**src/rtl/wb_regfile.sv**
```systemverilog
// Writeback stage and integer register file.
// The WB mux feeds the array, the EX forwarding tap and, optionally, the decode
// read ports. Reads are combinational. x0 is hardwired to zero.
// The retire counter counts every valid WB instruction.
// Build option: define REGFILE_BYPASS_EN to get write-first reads.
// A decode read of the register being written this cycle then returns the new value.
// When it is undefined, the read returns the old array contents.
module wb_regfile #(
  parameter int XLEN  = 32,
  parameter int NREGS = 32,
  parameter int CNT_W = 64,
  localparam int AW   = $clog2(NREGS)
) (
  input  logic              clk,
  input  logic              rst,
  input  logic              wb_valid,
  input  logic [XLEN-1:0]   mem_data_in,
  input  logic [XLEN-1:0]   ex_result_in,
  input  logic [AW-1:0]     rd_in,
  input  logic              werf_in,
  input  logic              wb_sel_in,
  input  logic [AW-1:0]     rs1_addr,
  input  logic [AW-1:0]     rs2_addr,
  output logic [XLEN-1:0]   rs1_data,
  output logic [XLEN-1:0]   rs2_data,
  output logic              fwd_en,
  output logic [AW-1:0]     fwd_rd,
  output logic [XLEN-1:0]   fwd_data,
  output logic [CNT_W-1:0]  instret
);

  logic [XLEN-1:0]  wb_data;
  logic             we;
  logic [XLEN-1:0]  rf_q [NREGS];
  logic [CNT_W-1:0] instret_reg;

  assign wb_data = wb_sel_in ? mem_data_in : ex_result_in;
  // A write to x0 is not a write at all, so it is also never forwarded.
  assign we      = wb_valid & werf_in & (rd_in != '0);

  // x0 has no storage.
  assign rf_q[0] = '0;

  genvar gi;
  generate
    for (gi = 1; gi < NREGS; gi++) begin : g_reg
      logic [XLEN-1:0] q_reg;

      // Each architectural register: reset clears it, and reset beats a write in the same cycle.
      always_ff @(posedge clk) begin
        if (rst) begin
          q_reg <= '0;
        end else if (we && (rd_in == AW'(gi))) begin
          q_reg <= wb_data;
        end
      end

      assign rf_q[gi] = q_reg;
    end
  endgenerate

  // Decode read port 1: array value, or optionally the value being written this cycle.
  always_comb begin
    rs1_data = rf_q[rs1_addr];
`ifdef REGFILE_BYPASS_EN
    if (we && (rs1_addr == rd_in)) begin
      rs1_data = wb_data;
    end
`endif
  end

  // Decode read port 2: same as port 1.
  always_comb begin
    rs2_data = rf_q[rs2_addr];
`ifdef REGFILE_BYPASS_EN
    if (we && (rs2_addr == rd_in)) begin
      rs2_data = wb_data;
    end
`endif
  end

  // The forwarding tap is unqualified apart from fwd_en; consumers must gate on it.
  assign fwd_en   = we;
  assign fwd_rd   = rd_in;
  assign fwd_data = wb_data;

  // Retire counter: counts every valid WB slot, whether or not it writes, and wraps silently.
  always_ff @(posedge clk) begin
    if (rst) begin
      instret_reg <= '0;
    end else if (wb_valid) begin
      instret_reg <= instret_reg + 1'b1;
    end
  end

  assign instret = instret_reg;

endmodule

```
**config.mk**
```make
export PLATFORM = sky130hd
export DESIGN_NAME = wb_regfile
export DESIGN_NICKNAME = d
export VERILOG_FILES = /design/src/rtl/wb_regfile.sv
export SDC_FILE = /design/constraint.sdc
export NUM_CORES = 2
export LEC_CHECK = 0
export BUFFER_PORTS_ARGS = -buffer_cell sky130_fd_sc_hd__buf_4
export CAP_MARGIN = 20
export CORE_MARGIN = 1
export CORE_UTILIZATION = 50
export CTS_BUF_LIST = sky130_fd_sc_hd__clkbuf_8
export CTS_CLUSTER_DIAMETER = 60
export DETAILED_ROUTE_END_ITERATION = 8
export PLACE_DENSITY = 0.7
export SLEW_MARGIN = 10
export SYNTH_ARGS = -nofsm -noshare
export SYNTH_HDL_FRONTEND = slang
export SYNTH_SLANG_ARGS = --single-unit
```
**constraint.sdc**
```tcl
create_clock -name clk -period 3.1 [get_ports clk]
set_input_delay 0.465 -clock clk [delete_from_list [all_inputs] [get_ports clk]]
set_output_delay 0.465 -clock clk [all_outputs]
set_load 0.03 [all_outputs]
```
==> summary.md <==
| Metric | Value |
|---|---|
| Proportion of layout cells with a drive suffix above 1 | 26.47% |
| Drt first pass iters | 8 |
| Core Footprint | 102500 µm² |
| CTS HTree Levels | 4 |
| Avg Cell Area, Syn | 10.36 µm² |
| Largest net degree at the start of global routing | 114 |
| ANT nets after route | 0 |
| DP Wirelength | 106.5 mm |
| Warnings from Yosys | 0 |
| Worst-path clk slew | 0.06 ns |
| All-layer global routing usage | 32.05% |
| Area of the multi-input gates | 29140 µm² |
| WS Path Type | flop to output pin |
| Final worst-path cycle share | 99.24% |
| CP Cell Sequence | mux4_2 -> mux2i_1 -> a2111o_1 -> o221ai_2 -> buf_4 |
| Crit. End Element | output pin |
| Worst hold path type | primary input to flop |
| Via count | 43371 |
| Fin area | 60950 µm² |
| Number of DRC markers in iteration 0 | 4548 |
| DRC viols | 0 |
| Post-Syn Nets | 5110 |
| Sequential cell area fraction in the yosys report | 40.63% |
| Post-synthesis cell area | 52030 µm² |
| Top-area cell type share of the netlist area | 40.63% |
| Fin. max-slew vios | 0 |
| I/O Buffers | 249 |
| Max clock buf depth | 3 |
| Max_slew headroom | 38.84% |
| Cts bufs inserted | 173 |
| Area leader, netlist | dfxtp_1 |
| DIE WIDTH | 324.6 µm |
| Crit path required time | 2.63 ns |
| Max Freq | 325.1 MHz |
| Lkg Pwr | 20.22 nW |
| Area contributors post-synth | dfxtp_1, mux4_2, a211oi_1 |
| Synth cell types | 45 |
| Final hold viol count | 0 |
| Worst path slowest cell | mux4_2 |
| Arrival time at the worst endpoint | 2.61 ns |
| Die Y | 324.6 µm |
| Status | finished clean |
| Area after DPL | 57290 µm² |
| Row count | 117 |
| Sequential standard cell area | 21140 µm² |
| Synth-to-layout area growth | 17.13% |
| Initial core utilization | 50.78% |
| CTS tree | yes |
| Overflow after GRT | 0 |
| Worst-path maximum fanout | 3 |
| Synth Register Bits | 1056 |
| Routed wire length per instance | 26.08 µm |
| Largest stage delay on the critical path | 0.46 ns |
| Clock Sinks | 1056 |
| RSZ-0062 raised after global routing | no |
| Max IR drop VDD | 0.0004580 V |
| Via density per instance | 6.557 |
| RD Place Congestion | 0.8712 |
| P per Cell Area | 481.3 nW/µm² |
| Root Driver | clkbuf_8 |
| Initial antenna violation count | 1 |
| Post-Synthesis Cells | 5025 |
| Die Area | 105400 µm² |
| Number of flip-flops in the largest register | 992 |
| Slew @ Worst Pin | 0.9173 ns |
| Fill cells | 8462 |
| Worst Skew | 0.02987 ns |
| DRT Wirelength | 172.5 mm |
| Fin crit period | 3.076 ns |
| Finish-stage setup viols | 0 |
| CP Launch Type | flop |
| I/O Pins | 250 |
| First-pass GRT wire length | 260.1 mm |
| Layout net count | 5199 |
| Max-cap violations | 0 |
| Setup TNS | 0 ns |
| Worst skew pair latency | 0.85 ns |
| Vias in the first global route | 41862 |
-- synth_stat cells, drive strengths merged --
| cell type | number |
|---|---|
| nor2 | 1138 |
| dfxtp | 1056 |
| a211oi | 992 |
| clkbuf | 507 |
| mux4 | 448 |
| mux2i | 225 |
| buf | 98 |
| mux2 | 66 |
| a2111o | 64 |
| a221oi | 64 |
| o221ai | 64 |
| inv | 37 |
| nand2 | 34 |
| nand4 | 29 |
| nand3 | 28 |
| nor4 | 22 |
| a21oi | 21 |
| xnor2 | 20 |
| o21ai | 18 |
| xor2 | 18 |
| or3 | 17 |
| nor3 | 10 |
| and3 | 7 |
| nor2b | 7 |
| or4 | 7 |
| and4 | 6 |
| nand2b | 6 |
| or2 | 4 |
| o31ai | 3 |
| a31oi | 1 |
| and2 | 1 |
| and3b | 1 |
| ha | 1 |
| nand4b | 1 |
| nor4bb | 1 |
| o21ba | 1 |
| o41ai | 1 |
| or4b | 1 |
-- worst paths after layout --
path,start,endpoint,slack (ns),depth (start not counted)
hold / removal,rst,g_reg[25].q_reg[21]$_SDFFE_PP0P_,0.27,2
setup / recovery,g_reg[15].q_reg[9]$_SDFFE_PP0P_,rs2_data[9],0.02,5
setup reg to reg,instret[3]$_SDFFE_PP0P_,instret[25]$_SDFFE_PP0P_,0.66,5
hold reg to reg,instret[63]$_SDFFE_PP0P_,instret[63]$_SDFFE_PP0P_,0.50,2
-- per-layer routing --
layer / GRT usage (%) / share of wire (%)
met5: 0 / 0
met4: 14.26 / 4.2
met3: 5.997 / 9.8
met2: 51.52 / 47
met1: 42.07 / 39
-- logic make-up (layout without fill, tap and decap cells) --
logic type	after synthesis	count (layout)	share of synthesized area, %
AOI/OAI and AO/OA	1229	1229	18.32
xor gates and xnor gates	38	38	0.6396
adders and majority gates	1	1	0.02404
buffers and inverters	642	861	4.823
DFF	1056	1056	40.63
muxes	739	739	25.15
other	0	2	0
and+or+nand+nor	1320	1320	10.42
-- what timing repair did --
action                                  in CTS  in global routing
hold buffers                                 1                  0
pin swaps                                    3                  2
gates resized for setup                     13                  7
hold endpoints to repair                     3                  0
endpoints found under the setup margin       8                  5
setup buffers                                0                  0
cloned                                       0                  0
-- metrics by stage --
| stage | total power (W) | hold WS, ns | cells | worst slack (ns) | util, % |
|---|---|---|---|---|---|
| 2_1_floorplan | 0.01577 | 0.4840 | 5025 | 0.2861 | - |
| 3_3_place_gp | 0.01705 | 0.4675 | 6306 | 0.1315 | 55.90 |
| 3_5_place_dp | 0.01707 | 0.4795 | 6306 | 0.1161 | 55.90 |
| 4_1_cts | 0.02937 | 0.2229 | 6612 | 0.007156 | 59.44 |
| 5_1_grt | 0.03018 | 0.2792 | 6613 | 0.004670 | 59.48 |
| 6_report | 0.02933 | 0.2697 | 6614 | 0.02359 | 59.48 |
-- power by group --
part           leakage (nW)  internal, W  switching (W)
sequential             8.51       0.0137      0.0000718
combinational          9.70      0.00111        0.00199
clock                  2.01      0.00667        0.00582
-- area by class of cell --
cell class / instances / area share (%)
Inverter: 37 / 0.2279
Timing Repair Buffer: 519 / 8.651
Antenna cell: 2 / 0.008211
Sequential cell: 1056 / 34.69
Multi-Input combinational cell: 3327 / 47.80
Clock buffer: 229 / 5.171
Clock inverter: 76 / 0.6425
Tap cell: 1368 / 2.808
-- critical path, delay by kind of cell (launching register included) --
kind                   cells  cell delay (ns)
multiplexers               2             0.72
buffers and inverters      1             0.23
AO/OA/AOI/OAI              2             0.48
flip-flops                 1             0.33
-- placed cells by master, fill, tap and decap left out, drive strengths merged, types with 10 or more instances in the layout --
cell type / Yosys / routed
a2111o: 64 / 64
a211oi: 992 / 992
a21oi: 21 / 21
a221oi: 64 / 64
buf: 98 / 518
clkbuf: 507 / 229
clkinv: 0 / 14
dfxtp: 1056 / 1056
inv: 37 / 92
mux2: 66 / 66
mux2i: 225 / 225
mux4: 448 / 448
nand2: 34 / 34
nand3: 28 / 28
nand4: 29 / 29
nor2: 1138 / 1138
nor3: 10 / 10
nor4: 22 / 22
o21ai: 18 / 18
o221ai: 64 / 64
or3: 17 / 17
xnor2: 20 / 20
xor2: 18 / 18
Note: power is estimated with default switching activity, not from simulation.
